$ cat config.mk
export PLATFORM = sky130hd
export DESIGN_NAME = axi_write_arbiter_flat
export DESIGN_NICKNAME = d
export VERILOG_FILES = /design/src/rtl/axi_write_arbiter_if.sv /design/src/rtl/axi_write_arbiter.sv /design/src/flat_wrapper.sv
export SDC_FILE = /design/constraint.sdc
export NUM_CORES = 1
export LEC_CHECK = 0
export CAP_MARGIN = 20
export CELL_PAD_IN_SITES_DETAIL_PLACEMENT = 0
export CELL_PAD_IN_SITES_GLOBAL_PLACEMENT = 1
export CORE_MARGIN = 4
export CORE_UTILIZATION = 26
export DETAILED_ROUTE_END_ITERATION = 8
export GPL_TIMING_DRIVEN = 0
export PLACE_DENSITY = 0.87
export SYNTH_ARGS = -nofsm -noshare
export SYNTH_HDL_FRONTEND = slang
export SYNTH_SLANG_ARGS = --single-unit
$ cat constraint.sdc
create_clock -name s_axi_clk -period 2.5 [get_ports s_axi_clk]
set_input_delay 0.5 -clock s_axi_clk [delete_from_list [all_inputs] [get_ports s_axi_clk]]
set_output_delay 0.5 -clock s_axi_clk [all_outputs]
set_load 0.03 [all_outputs]
$ cat src/rtl/axi_write_arbiter_if.sv
// Bus bundle for the write arbiter: per-requester upstream AW/W/B
// channels plus the single shared downstream AXI write port.
interface axi_write_arbiter_if #(
    parameter int NUM_REQ    = 2,
    parameter int DATA_WIDTH = 8,
    parameter int ADDR_WIDTH = 8
) ();
    logic [NUM_REQ*ADDR_WIDTH-1:0] req_awaddr;
    logic [NUM_REQ-1:0]            req_awvalid;
    logic [NUM_REQ-1:0]            req_awready;
    logic [NUM_REQ*DATA_WIDTH-1:0] req_wdata;
    logic [NUM_REQ-1:0]            req_wvalid;
    logic [NUM_REQ-1:0]            req_wready;
    logic [NUM_REQ*2-1:0]          req_bresp;
    logic [NUM_REQ-1:0]            req_bvalid;
    logic [NUM_REQ-1:0]            req_bready;

    logic [ADDR_WIDTH-1:0]         m_axi_awaddr;
    logic                          m_axi_awvalid;
    logic                          m_axi_awready;
    logic [DATA_WIDTH-1:0]         m_axi_wdata;
    logic                          m_axi_wvalid;
    logic                          m_axi_wready;
    logic                          m_axi_wlast;
    logic [1:0]                    m_axi_bresp;
    logic                          m_axi_bvalid;
    logic                          m_axi_bready;

    modport master (
        input  req_awaddr, req_awvalid, req_wdata, req_wvalid, req_bready,
        output req_awready, req_wready, req_bresp, req_bvalid,
        output m_axi_awaddr, m_axi_awvalid, m_axi_wdata, m_axi_wvalid,
        output m_axi_wlast, m_axi_bready,
        input  m_axi_awready, m_axi_wready, m_axi_bresp, m_axi_bvalid
    );

    modport slave (
        output req_awaddr, req_awvalid, req_wdata, req_wvalid, req_bready,
        input  req_awready, req_wready, req_bresp, req_bvalid,
        input  m_axi_awaddr, m_axi_awvalid, m_axi_wdata, m_axi_wvalid,
        input  m_axi_wlast, m_axi_bready,
        output m_axi_awready, m_axi_wready, m_axi_bresp, m_axi_bvalid
    );
endinterface

$ cat src/rtl/axi_write_arbiter.sv
// Round-robin arbiter sharing one single-beat AXI write port among
// NUM_REQ requesters; one transaction in flight, B routed to its owner.
module axi_write_arbiter #(
    parameter int NUM_REQ    = 2,
    parameter int DATA_WIDTH = 8,
    parameter int ADDR_WIDTH = 8,
    localparam int GW = (NUM_REQ > 1) ? $clog2(NUM_REQ) : 1
) (
    input  logic                s_axi_clk,
    input  logic                s_axi_reset,
    axi_write_arbiter_if.master bus,
    output logic [GW-1:0]       grant_id,
    output logic                busy
);

    localparam logic [1:0] IDLE   = 2'd0;
    localparam logic [1:0] ISSUE  = 2'd1;
    localparam logic [1:0] WAIT_B = 2'd2;
    localparam logic [1:0] RESP   = 2'd3;

    logic [1:0]            state_q, state_d;
    logic [GW-1:0]         ptr_q, ptr_d;
    logic [GW-1:0]         grant_q, grant_d;
    logic [ADDR_WIDTH-1:0] addr_q, addr_d;
    logic [DATA_WIDTH-1:0] data_q, data_d;
    logic [1:0]            resp_q, resp_d;
    logic                  aw_done_q, aw_done_d;
    logic                  w_done_q, w_done_d;

    logic [NUM_REQ-1:0]    elig;
    logic [NUM_REQ-1:0]    win_oh;
    logic [NUM_REQ-1:0]    own_oh;
    logic [GW-1:0]         win_idx;
    logic [GW-1:0]         cand;
    logic                  win_found;
    logic                  aw_hs;
    logic                  w_hs;
    logic                  own_bready;
    logic [GW-1:0]         ptr_next;

    assign elig = bus.req_awvalid & bus.req_wvalid;

    // First eligible index at or above the pointer, wrapping at NUM_REQ
    always_comb begin
        win_found = 1'b0;
        win_idx   = '0;
        cand      = '0;
        for (int k = 0; k < NUM_REQ; k++) begin
            cand = GW'((int'(ptr_q) + k) % NUM_REQ);
            if (!win_found && elig[cand]) begin
                win_found = 1'b1;
                win_idx   = cand;
            end
        end
    end

    assign win_oh = (state_q == IDLE && win_found)
                  ? (NUM_REQ'(1) << win_idx) : '0;
    assign own_oh = NUM_REQ'(1) << grant_q;

    assign bus.req_awready = win_oh;
    assign bus.req_wready  = win_oh;

    assign bus.m_axi_awaddr  = addr_q;
    assign bus.m_axi_wdata   = data_q;
    assign bus.m_axi_awvalid = (state_q == ISSUE) && !aw_done_q;
    assign bus.m_axi_wvalid  = (state_q == ISSUE) && !w_done_q;
    assign bus.m_axi_wlast   = bus.m_axi_wvalid;
    assign bus.m_axi_bready  = (state_q == WAIT_B);

    assign bus.req_bvalid = (state_q == RESP) ? own_oh : '0;

    always_comb begin
        bus.req_bresp = '0;
        if (state_q == RESP) begin
            bus.req_bresp[grant_q*2 +: 2] = resp_q;
        end
    end

    assign grant_id = grant_q;
    assign busy     = (state_q != IDLE);

    assign aw_hs      = bus.m_axi_awvalid && bus.m_axi_awready;
    assign w_hs       = bus.m_axi_wvalid && bus.m_axi_wready;
    assign own_bready = |(bus.req_bready & own_oh);
    assign ptr_next   = (grant_q == GW'(NUM_REQ - 1))
                      ? '0 : grant_q + GW'(1);

    always_comb begin
        state_d   = state_q;
        ptr_d     = ptr_q;
        grant_d   = grant_q;
        addr_d    = addr_q;
        data_d    = data_q;
        resp_d    = resp_q;
        aw_done_d = aw_done_q;
        w_done_d  = w_done_q;
        unique case (state_q)
            IDLE: begin
                if (win_found) begin
                    addr_d    = bus.req_awaddr[win_idx*ADDR_WIDTH +: ADDR_WIDTH];
                    data_d    = bus.req_wdata[win_idx*DATA_WIDTH +: DATA_WIDTH];
                    grant_d   = win_idx;
                    aw_done_d = 1'b0;
                    w_done_d  = 1'b0;
                    state_d   = ISSUE;
                end
            end
            ISSUE: begin
                aw_done_d = aw_done_q | aw_hs;
                w_done_d  = w_done_q | w_hs;
                if (aw_done_d && w_done_d) begin
                    aw_done_d = 1'b0;
                    w_done_d  = 1'b0;
                    state_d   = WAIT_B;
                end
            end
            WAIT_B: begin
                if (bus.m_axi_bvalid) begin
                    resp_d  = bus.m_axi_bresp;
                    state_d = RESP;
                end
            end
            RESP: begin
                if (own_bready) begin
                    ptr_d   = ptr_next;
                    state_d = IDLE;
                end
            end
            default: state_d = IDLE;
        endcase
    end

    always_ff @(posedge s_axi_clk or posedge s_axi_reset) begin
        if (s_axi_reset) begin
            state_q   <= IDLE;
            ptr_q     <= '0;
            grant_q   <= '0;
            addr_q    <= '0;
            data_q    <= '0;
            resp_q    <= '0;
            aw_done_q <= 1'b0;
            w_done_q  <= 1'b0;
        end else begin
            state_q   <= state_d;
            ptr_q     <= ptr_d;
            grant_q   <= grant_d;
            addr_q    <= addr_d;
            data_q    <= data_d;
            resp_q    <= resp_d;
            aw_done_q <= aw_done_d;
            w_done_q  <= w_done_d;
        end
    end

endmodule

$ cat src/flat_wrapper.sv
// flat-port wrapper written by rule: the top's interface ports become plain ports
module axi_write_arbiter_flat 
#(
    parameter int NUM_REQ    = 2,
    parameter int DATA_WIDTH = 8,
    parameter int ADDR_WIDTH = 8,
    localparam int GW = (NUM_REQ > 1) ? $clog2(NUM_REQ) : 1
)
  (s_axi_clk, s_axi_reset, grant_id, busy, bus_req_awaddr, bus_req_awvalid, bus_req_wdata, bus_req_wvalid, bus_req_bready, bus_req_awready, bus_req_wready, bus_req_bresp, bus_req_bvalid, bus_m_axi_awaddr, bus_m_axi_awvalid, bus_m_axi_wdata, bus_m_axi_wvalid, bus_m_axi_wlast, bus_m_axi_bready, bus_m_axi_awready, bus_m_axi_wready, bus_m_axi_bresp, bus_m_axi_bvalid);
  axi_write_arbiter_if #(.NUM_REQ(NUM_REQ), .DATA_WIDTH(DATA_WIDTH), .ADDR_WIDTH(ADDR_WIDTH)) bus_i ();
  input  logic s_axi_clk;
  input  logic s_axi_reset;
  output logic [GW-1:0] grant_id;
  output logic busy;
  input wire logic [$bits(bus_i.req_awaddr)-1:0] bus_req_awaddr;
  input wire logic [$bits(bus_i.req_awvalid)-1:0] bus_req_awvalid;
  input wire logic [$bits(bus_i.req_wdata)-1:0] bus_req_wdata;
  input wire logic [$bits(bus_i.req_wvalid)-1:0] bus_req_wvalid;
  input wire logic [$bits(bus_i.req_bready)-1:0] bus_req_bready;
  output wire logic [$bits(bus_i.req_awready)-1:0] bus_req_awready;
  output wire logic [$bits(bus_i.req_wready)-1:0] bus_req_wready;
  output wire logic [$bits(bus_i.req_bresp)-1:0] bus_req_bresp;
  output wire logic [$bits(bus_i.req_bvalid)-1:0] bus_req_bvalid;
  output wire logic [$bits(bus_i.m_axi_awaddr)-1:0] bus_m_axi_awaddr;
  output wire logic [$bits(bus_i.m_axi_awvalid)-1:0] bus_m_axi_awvalid;
  output wire logic [$bits(bus_i.m_axi_wdata)-1:0] bus_m_axi_wdata;
  output wire logic [$bits(bus_i.m_axi_wvalid)-1:0] bus_m_axi_wvalid;
  output wire logic [$bits(bus_i.m_axi_wlast)-1:0] bus_m_axi_wlast;
  output wire logic [$bits(bus_i.m_axi_bready)-1:0] bus_m_axi_bready;
  input wire logic [$bits(bus_i.m_axi_awready)-1:0] bus_m_axi_awready;
  input wire logic [$bits(bus_i.m_axi_wready)-1:0] bus_m_axi_wready;
  input wire logic [$bits(bus_i.m_axi_bresp)-1:0] bus_m_axi_bresp;
  input wire logic [$bits(bus_i.m_axi_bvalid)-1:0] bus_m_axi_bvalid;
  assign bus_i.req_awaddr = bus_req_awaddr;
  assign bus_i.req_awvalid = bus_req_awvalid;
  assign bus_i.req_wdata = bus_req_wdata;
  assign bus_i.req_wvalid = bus_req_wvalid;
  assign bus_i.req_bready = bus_req_bready;
  assign bus_req_awready = bus_i.req_awready;
  assign bus_req_wready = bus_i.req_wready;
  assign bus_req_bresp = bus_i.req_bresp;
  assign bus_req_bvalid = bus_i.req_bvalid;
  assign bus_m_axi_awaddr = bus_i.m_axi_awaddr;
  assign bus_m_axi_awvalid = bus_i.m_axi_awvalid;
  assign bus_m_axi_wdata = bus_i.m_axi_wdata;
  assign bus_m_axi_wvalid = bus_i.m_axi_wvalid;
  assign bus_m_axi_wlast = bus_i.m_axi_wlast;
  assign bus_m_axi_bready = bus_i.m_axi_bready;
  assign bus_i.m_axi_awready = bus_m_axi_awready;
  assign bus_i.m_axi_wready = bus_m_axi_wready;
  assign bus_i.m_axi_bresp = bus_m_axi_bresp;
  assign bus_i.m_axi_bvalid = bus_m_axi_bvalid;
  axi_write_arbiter #(.NUM_REQ(NUM_REQ), .DATA_WIDTH(DATA_WIDTH), .ADDR_WIDTH(ADDR_WIDTH)) u_core (.s_axi_clk(s_axi_clk), .s_axi_reset(s_axi_reset), .bus(bus_i), .grant_id(grant_id), .busy(busy));
endmodule
# After elaboration in Yosys (flattened, before gate mapping)
# Index checks and enable logic that the tools add are counted.
dict set report totals {
  regBits 24
  input_bits 45
  out_inout_bits 32
  word_cells 72
}
dict set report op_classes {
  add_sub_neg 3
  magnitude_cmp 2
  n_eq_ne 7
  n_shift 6
  mux 22
  bitwise 5
  reduce_logical 19
}
# op count
set op_table {}
lappend op_table {{negation 2 -> 34 bit} 1}
lappend op_table {{variable shift 2 x 34 -> 4 bit (first input constant)} 1}
lappend op_table {{indexed part select 2 x 34 -> 4 bit} 1}
lappend op_table {{indexed part select 16 x 5 -> 8 bit} 2}
lappend op_table {{2-to-1 mux 1 bit} 12}
lappend op_table {{2-to-1 mux 2 bit} 6}
lappend op_table {{one-hot mux 2 bit (4 select lines)} 1}
lappend op_table {{AND reduction 2 bit} 4}
lappend op_table {{logical AND 1 bit} 7}
lappend op_table {{!= test 2 x 1 -> 1 bit (second input constant)} 3}
lappend op_table {{bitwise AND 2 bit} 2}
lappend op_table {{bitwise AND 4 bit} 1}
lappend op_table {{equality test 2 bit (second input constant)} 2}
lappend op_table {{less-than comparator 1 x 2 -> 1 bit (second input constant)} 2}
lappend op_table {{2-to-1 mux 4 bit} 1}
lappend op_table {{one-hot mux 1 bit (2 select lines)} 2}
lappend op_table {{AND reduction 4 bit} 1}
lappend op_table {{nonzero test 2 bit} 2}
lappend op_table {{<< shifter 1 x 1 -> 2 bit (first input constant)} 2}
lappend op_table {{zero test 1 bit} 3}
lappend op_table {{adder 1 bit (second input constant)} 2}
lappend op_table {{equality test 2 x 1 -> 1 bit (second input constant)} 1}
lappend op_table {{zero test 2 bit} 1}
lappend op_table {{!= test 2 bit (second input constant)} 1}
lappend op_table {{2 further kinds} 3}

# Depth between registers and ports, before layout
# Gate-level depths: netlist of run 1.
dict set report logic_depth {
  word_depth 9
  mapped_depth 8
}

# Least setup slack after synthesis of run 1
# No wires, ideal clock.
dict set report synth_timing {
  path_kind {register to output}
  start {register u_core.state_q[0]}
  end {output port bus_req_wready[0]}
  arrival_time_ps 1773
  path_slack_ps 227
  path_stages_with_launch 8
  cell_sequence {dfrtp_1 -> inv_1 -> ha_1 -> buf_4 -> inv_1 -> a311oi_2 -> buf_6 -> buf_4}
}
dict set report synth_via {
  elab_chain_len 3
}
# item line
set synth_rtl {}
lappend synth_rtl {{start: declaration} axi_write_arbiter.sv:21} ;# logic [1:0] state_q, state_d;
lappend synth_rtl {{start signal: assignment} axi_write_arbiter.sv:145} ;# state_q <= state_d;
lappend synth_rtl {{zero test 2 bit} axi_write_arbiter.sv:57} ;# assign win_oh = (state_q == IDLE && win_found)
lappend synth_rtl {{logical AND 1 bit} axi_write_arbiter.sv:57}
lappend synth_rtl {{2-to-1 mux 2 bit} axi_write_arbiter.sv:58} ;# ? (NUM_REQ'(1) << win_idx) : '0;
lappend synth_rtl {{end: declaration} flat_wrapper.sv:21} ;# output wire logic [$bits(bus_i.req_wready)-1:0] bus_req_wready;
# Every way passes these cells.

# Worst setup path after layout of run 1
dict set report layout_timing {
  start {input port bus_req_wvalid[0]}
  end {output port bus_req_wready[1]}
}
dict set report layout_via {
  elab_chain_len 9
}
# item line
set layout_rtl {}
lappend layout_rtl {{start: declaration} flat_wrapper.sv:18} ;# input wire logic [$bits(bus_i.req_wvalid)-1:0] bus_req_wvalid;
lappend layout_rtl {{bitwise AND 2 bit *} axi_write_arbiter.sv:41} ;# assign elig = bus.req_awvalid & bus.req_wvalid;
lappend layout_rtl {{2-to-1 mux 1 bit (not written as such) (2 in series)} axi_write_arbiter.sv:50} ;# if (!win_found && elig[cand]) begin
lappend layout_rtl {{2-to-1 mux 1 bit} axi_write_arbiter.sv:50}
lappend layout_rtl {{zero test 1 bit} axi_write_arbiter.sv:50}
lappend layout_rtl {{logical AND 1 bit} axi_write_arbiter.sv:50}
lappend layout_rtl {{2-to-1 mux 1 bit} axi_write_arbiter.sv:50}
lappend layout_rtl {{<< shifter 1 x 1 -> 2 bit / logical AND 1 bit (equally long branches)} {axi_write_arbiter.sv:58, axi_write_arbiter.sv:57}}
lappend layout_rtl {{2-to-1 mux 2 bit *} axi_write_arbiter.sv:58}
# Every way passes the cells marked *; elsewhere a longest branch is shown, timed or not. The select of a mux whose other input is x is not followed.

==> results by stage, run 1 <==
Routing:
- The remaining antenna violation count after routing is 0.
- In the final routed layout, each cell accounts on average for 14.7 um.
- Summed over all layers, the routed wires come to 3630 um.
- The detailed router's first-iteration violation count is 78.
- Detailed routing inserted a total of 1176 vias.
- The post-route DRC violation count is 0.
- The iteration count of the initial detailed-routing pass is 4.
- After detailed routing, the number of vias per cell comes to about 4.8.

STA:
- Setup repair after global routing left no endpoint under its margin.
- The highest attainable clock frequency is 408 MHz.
- On the final layout, the worst clock skew is 0.00623 ns.
- The count of final max-slew check failures came to 0.
- Measured against its own limit, the worst slew margin works out to between 60 and 70%.
- The portion of the clock cycle consumed by the worst path in the final layout is 98.0%.
- The hold violation count in the final report is 0.
- After layout, the minimum clock period comes to 2.45 ns.
- The total negative slack is 0 ns.
- For the pin with the worst max-slew slack, the measured transition is 0.527 ns.
- The slack of the critical path is 0.0491 ns.
- The number of failing setup endpoints in the final timing report is 0.

Worst setup path:
- The critical path is of the in -> out type.
- The data arrival time of the critical path is 1.95 ns.
- The critical path goes through clkdlybuf4s50_1 > nand2_2 > o2111a_1 > buf_6 > buf_8 > buf_4 > buf_2.
- The worst setup path is launched from an input pin.
- The reg2reg setup slack is around 0.73 ns.
- Measured in cells, the most critical reg-to-reg path has a length of 7.
- The cell with the largest stage delay on the worst path is clkdlybuf4s50_1.
- In this run the worst path has a maximum fanout of 11.
- The startpoint of the worst register-to-register path is u_core.state_q[0].
- On the worst path, the slowest cell contributes a delay of 0.53 ns.
- Data on the critical path is required at its endpoint by 2.00 ns.
- The critical path endpoint category is an output pin.
- The endpoint of the lowest-slack register-to-register path is u_core.bus.m_axi_wdata[5].

Synth:
- The distinct cell type count after synthesis is 25.
- The number of enable flip-flop cells after synthesis is 0.
- In this run the mean area of a mapped cell was approximately 11 um2.
- After synthesis, the most frequently instantiated cells are dfrtp_1, inv_1, a222oi_1.
- The total nets after synthesis is about 160.
- The warning count from the yosys run is 0.
- The synthesized design spends more area on one cell type than any other, namely dfrtp_1.
- In the post-synthesis netlist, the biggest area contributors are dfrtp_1, a222oi_1, inv_1, ha_1, nand2_1.
- Of the post-synthesis cell area, the dominant cell type holds roughly half.
- The sequential fraction of the synthesis area is roughly 49%.
- For this run, asynchronously set or reset flops after synthesis account for 100%.
- In the synthesized netlist the dominant register cell turns out to be dfrtp_1.
- Among all cell types in the netlist, the one instantiated most often is dfrtp_1.
- The number of register bits inferred by synthesis is 24.
- The synthesized instance count is 113.
- After synthesis the cells add up to 0.00123 mm2.

Clocking:
- The longest clock path from root to sink contains 2 buffers.
- Clock tree synthesis inserted a total of 3 buffers.
- In this run the number of H-tree levels came out at 1.
- The clock reaches the later pin of the worst-skew pair after 0.26 ns.
- The clock tree from TritonCTS is done.
- The clock-pin slew of the registers on the worst-case setup and hold paths is 0.09 ns.
- The clock net in this run drives a total of 24 sinks.
- The clock tree root buffer cell is clkbuf_8.
- The cts-stage hold buffer count is 0.

GRT:
- The via count of the first global-routing pass is about 1200.
- The final global-route overflow total is 0.
- The initial antenna violation count came to 0.
- The wire length of the first global-routing pass is 5530 um.
- The total track usage is 11.7%.
- Entering global routing, the biggest net connects 25 pins.

Floorplan:
- The die width is around 77 um.
- The die is 76.9 um tall.
- The effective utilization at floorplan is ~28%.
- The row count is 24.
- The placeable core area is 0.00447 mm2.
- a little under 80 I/O pins were placed.
- The full die area is 0.00591 mm2.

Cells and area:
- The fill cell total of the finished layout is 431.
- Of the cells placed in the final design, the portion with a size suffix greater than 1 is between 10% and 20%.
- In the final design database the tool counted around 250 nets.
- Compared with the post-synthesis result, the final layout area differs by 73.5%.
- The diode insertion count for antenna repair is 0.
- Once layout is complete, the utilization of the core stands at 47.8%.
- Leaving out filler cells and counting taps, the final layout contains 246.

Flow run:
- Max-cap violations in this run came to 0.

Worst hold path:
- The path class of the tightest hold or removal check is reg -> reg.
- The hold path startpoint is u_core.bus.m_axi_awaddr[4].
- The worst hold endpoint is u_core.bus.m_axi_awaddr[4].
- Along the worst hold path, the cell count comes to 2.

Power:
- The net switching power of the design is 1.04 mW.
- The share of total power dissipated in combinational logic is between 60% and 70%.
- The total internal power is about 1.4 mW.
- The fraction of power consumed by the clock network is about a tenth.
- The worst-case IR drop observed on VDD is 0.416 mV.
- After layout, the design draws a total of 2.40 mW.
- Net switching is 43.2% of the power.
- The cell area power density is 1120 mW/mm2.
- In this run the static leakage power is 1.06 nW.
- Sequential cells burn between 20 and 30% of the power.

Placement:
- The placed wire-length estimate is about 2700 um.
- The congestion estimate from routability-driven global placement came to ~0.68.
- Before CTS, the worst setup slack after placement is -0.718 ns.
- The quantity of I/O buffers inserted on ports is 76.
- The number of cells in the design after placement is 241.

Outcome:
- The flow ran to the end, and the final reports show no timing, DRC or antenna violations.
-- worst max-delay path, delay by kind of cell --
kind | cells | cell delay, ns
simple gates | 1 | 0.09
buf+inv | 5 | 1.10
compound gates | 1 | 0.25
-- metrics by stage --
step	instance area, um2	hold WS (ns)
after floorplan	1230	0.484
after global placement	2060	0.487
after detailed placement	2060	0.493
after CTS	2110	0.515
after global routing	2140	0.540
final	2140	0.509
-- power by group through the flow --
stage | Clock [mW] | Combinational, mW | Sequential (mW)
after CTS | 0.245 | 1.50 | 0.690
after global routing | 0.254 | 1.59 | 0.710
final | 0.230 | 1.48 | 0.689
after global placement | 0 | 1.49 | 0.686
after floorplan | 0 | 0.679 | 0.921
after detailed placement | 0 | 1.50 | 0.695
-- final cells by class --
class / count / area, um2 / area share (%)
Buffer: 8 / 72.6 / 3.39
Clock buffer: 3 / 41.3 / 1.93
Inverter: 21 / 78.8 / 3.69
Multi-Input combinational cell: 60 / 494 / 23.1
Sequential cell: 24 / 601 / 28.1
Tap cell: 52 / 65.1 / 3.04
Timing Repair Buffer: 78 / 786 / 36.7
-- worst max path at each step --
| stage | cells after the start | end | start | slack (ns) |
|---|---|---|---|---|
| final | 7 | bus_req_wready[1] | bus_req_wvalid[0] | 0.05 |
| after global routing | 7 | bus_req_wready[1] | bus_req_wvalid[0] | 0.002 |
| after CTS | 5 | bus_m_axi_wvalid | u_core.state_q[1] | 0.005 |
| after detailed placement | 6 | bus_req_wready[0] | bus_req_wvalid[0] | -0.72 |
| after global placement | 6 | bus_req_wready[0] | bus_req_awvalid[0] | -0.71 |
| after floorplan | 7 | bus_req_wready[0] | u_core.state_q[0] | 0.23 |
-- routing by layer --
layer  wire (um)  GRT usage, %  vias up
met4          17          2.17        0
met1        1500          12.6      547
met2        1790          21.8       56
met3         327          4.33        2
met5           0             0        -
li1            -             -      571
-- layout by cell type, fill, tap and decap left out --
master	count
clkdlybuf4s50_1	66
dfrtp_1	24
inv_1	21
a222oi_1	16
nand2_1	8
buf_4	6
nor2b_1	4
buf_2	4
ha_1	4
dlymetal6s2s_1	4
mux2i_1	3
mux2_2	3
and2_1	3
clkbuf_8	3
nor2_1	2
a22oi_1	2
nor3b_1	2
buf_6	2
a21oi_1	2
o21ai_0	2
and3_1	2
dlygate4sd2_1	2
nor3_1	1
a22o_2	1
nand2_2	1
a311oi_4	1
o2111a_1	1
buf_8	1
a21o_2	1
o22a_1	1
buf_16	1
-- state kept, by name, summed over array words and instances, names as in the netlist --
register	flops
u_core.bus.m_axi_awaddr	8
u_core.bus.m_axi_wdata	8
u_core.resp_q	2
u_core.state_q	2
u_core.aw_done_q	1
u_core.grant_id	1
u_core.ptr_q	1
u_core.w_done_q	1
-- kinds of logic after synthesis --
logic type      synth area share (%)
fa+ha+maj                       4.06
simple gates                    9.54
mux                             5.18
flops                           48.7
compound gates                  20.2
buf+inv                         12.3
-- repair_timing --
| action | 4_1_cts | 5_1_grt |
|---|---|---|
| resized for setup | 18 | 9 |
| setup endpoints to repair | 6 | 6 |
| pin swaps | 1 | 0 |
| setup buffers | 1 | 0 |
| gates cloned | 0 | 0 |
Note: power is estimated with default switching activity, not from simulation.
==> run 2, diff against run 1 <==
- clock period: 2.5 -> 2.65 ns (I/O delays scaled with it)
==> results by stage, run 2 (synthesis gave the netlist of run 1 again) <==
Routing:
- Dividing the detail-routed wire length by the instance count gives 14.8 um.
- The detailed-route wire length is 3630 um.
- The detailed router's first-iteration violation count is 72.
- The post-route DRC violation count is 0.
- Before antenna repair, the detailed router went through 4 iterations.
- Dividing the detail-routed via count by the number of cells gives 4.79.
- The remaining antenna violation count after routing is 0.
- For this block, the via count after detailed routing is 1179.

Clocking:
- The clock tree root buffer cell is clkbuf_8.
- The cts-stage hold buffer count is 0.
- Clock tree synthesis inserted a total of 3 buffers.
- CTS built an H-tree with a depth of 1.
- The worst-case clock buffer depth is 2.
- The total clock sinks is 24.
- After clock tree synthesis, the clock-pin slew on the worst setup and hold paths is 0.09 ns.
- Clock latency on the worst-skew pair, taken at its later pin, is 0.26 ns.
- The clock tree from TritonCTS is done.

Worst setup path:
- The top cell family by delay on the critical path is buffers and inverters.
- On the worst path, the slowest cell contributes a delay of just over 0.5 ns.
- Among all stages on the critical path, the largest delay is contributed by clkdlybuf4s50_1.
- The critical path endpoint category is an output pin.
- The critical path runs through a total of 6 cells.
- The required time at the worst-slack endpoint is 2.12 ns.
- The signal on the critical path passes through clkdlybuf4s50_1 > nand2_1 > o2111a_1 > buf_6 > buf_8 > dlygate4sd2_1.
- The maximum fanout along the worst path is 11.
- The worst register-to-register path has a depth of 7.
- The worst setup path is of the in -> out kind.
- The kind of start point of the critical path is an input pin.
- STA puts the critical path data arrival time at 2.07 ns.
- The critical path contains buffers and inverters numbering 4 combined.

Placement:
- The number of cells in the design after placement is 241.
- The final estimated routing congestion in global placement is just under 0.7.
- The placed wire-length estimate is 2710 um.
- The setup slack at placement is -0.628 ns.
- The count of buffers added on input and output ports is 76.
- Once placement finished, the instance area stood at 0.00206 mm2.

Cells and area:
- For this run, the number of standard cells in the final layout without fillers is ~250.
- The top cell types in the final layout, fill and taps aside, are clkdlybuf4s50_1, dfrtp_1, inv_1, a222oi_1, nand2_1.
- The area of all placed cells without fillers is roughly 0.0021 mm2.
- In the final layout, the share of cells above drive strength 1 is 10.8%.
- The fill cell total of the finished layout is 422.
- Measured on the finished design, the core utilization comes to 47.9%.
- The most frequent standard cell in the layout excluding fill and tap cells is clkdlybuf4s50_1.
- The number of antenna diodes in the final layout is 0.
- The final net count is 245.
- The area added between synthesis and finish is 74.0%.

STA:
- The largest clock skew in the final design is approximately 0.0065 ns.
- Setup violations remaining at the end of the flow were counted as 0.
- The count of final max-slew check failures came to 0.
- The slack of the critical path is 0.0545 ns.
- Static timing analysis puts the maximum clock frequency at 385 MHz.
- The worst slew slack as a fraction of its limit is between 60% and 70%.
- Summed over all failing endpoints, the final setup total negative slack is 0 ns.
- The portion of the clock cycle consumed by the worst path in the final layout is 97.9%.
- The post-layout minimum cycle time is 2.60 ns.
- The worst-margin pin slew is roughly 0.52 ns.
- The tightest hold path in the finished design has a slack of between 0.5 and 0.6 ns.
- Setup repair after global routing left no endpoint under its margin.
- The hold violation count in the final report is 0.

Outcome:
- The flow ran to the end, and the final reports show no timing, DRC or antenna violations.

Floorplan:
- The row count is 24.
- The floorplan step defined a core boundary enclosing 0.00447 mm2.
- The full die area is just under 0.006 mm2.
- In this run the count of I/O pins placed on the die edge is 77.
- The die width is 76.9 um.
- For this configuration, the core starts out at a cell density of approximately 28%.
- The die height is 76.9 um.

Power:
- Summed over all cells, the static leakage comes to roughly 1.0 nW.
- Across the VDD grid, the largest voltage drop is 0.392 mV.
- The design draws 2.27 mW.
- In this run the power density over the cells is around 1100 mW/mm2.

Flow run:
- The number of violations of the max-capacitance limit is 0.

GRT:
- The wire length of the first global-routing pass is 5530 um.
- The maximum number of pins on one net before global-route repair is 25.
- In the global route stage, overall resource usage came out at a little under an eighth.
- Global routing finished with a remaining overflow of 0.
- The initial antenna violation count is 0.
- The via count of the first global-routing pass is 1188.

Worst hold path:
- The path class of the tightest hold or removal check is reg -> reg.
- The hold-critical path depth is 2.
run 2: area by class of cell:
type / count / area [um2] / share of cell area (%)
repair buffers: 78 / 795 / 37.0
flip-flops and latches: 24 / 601 / 28.0
multi-input cells: 60 / 492 / 22.9
inverters: 21 / 78.8 / 3.68
plain buffers: 8 / 72.6 / 3.38
well taps: 52 / 65.1 / 3.03
clock buffers: 3 / 41.3 / 1.93
run 2: power by group:
group | total (mW) | leakage [nW] | switching (mW) | internal (mW)
combinational | 1.40 | 0.731 | 0.747 | 0.657
clock | 0.217 | 0.0216 | 0.116 | 0.102
sequential | 0.650 | 0.297 | 0.116 | 0.534
total | 2.27 | 1.05 | 0.979 | 1.29
run 2: worst register-to-register path, stage by stage, from the launching register on:
cell and delay (ns):
dfrtp_1 0.40, inv_1 0.11, ha_1 0.15, buf_4 0.14, nand2_1 0.20, buf_2 0.27
a222oi_1 0.32, inv_1 0.07
run 2: per-layer routing:
layer	vias up	track usage, %	part of all wire [%]
met5	-	0	0
met4	0	2.17	0.47
met3	2	4.33	9.5
met2	58	21.8	50
met1	546	12.6	40
li1	573	-	-
run 2: path summary, 6_finish.rpt:
kind,to,slack (ns),startpoint
worst max-delay path,bus_req_awready[1],0.05,bus_req_wvalid[0]
worst min-delay path,u_core.bus.m_axi_awaddr[4],0.51,u_core.bus.m_axi_awaddr[4]
worst max register to register,u_core.bus.m_axi_wdata[5],0.88,u_core.state_q[0]
max in group asynchronous,u_core.state_q[0],1.61,s_axi_reset
min in group asynchronous,u_core.resp_q[1],0.60,s_axi_reset
worst min register to register,u_core.bus.m_axi_awaddr[4],0.51,u_core.bus.m_axi_awaddr[4]
run 2: timing repair:
item | 4_1_cts | 5_1_grt
pin swaps | 1 | 0
buffers inserted | 1 | 0
endpoints found under the setup margin | 4 | 4
gates resized for setup | 10 | 4
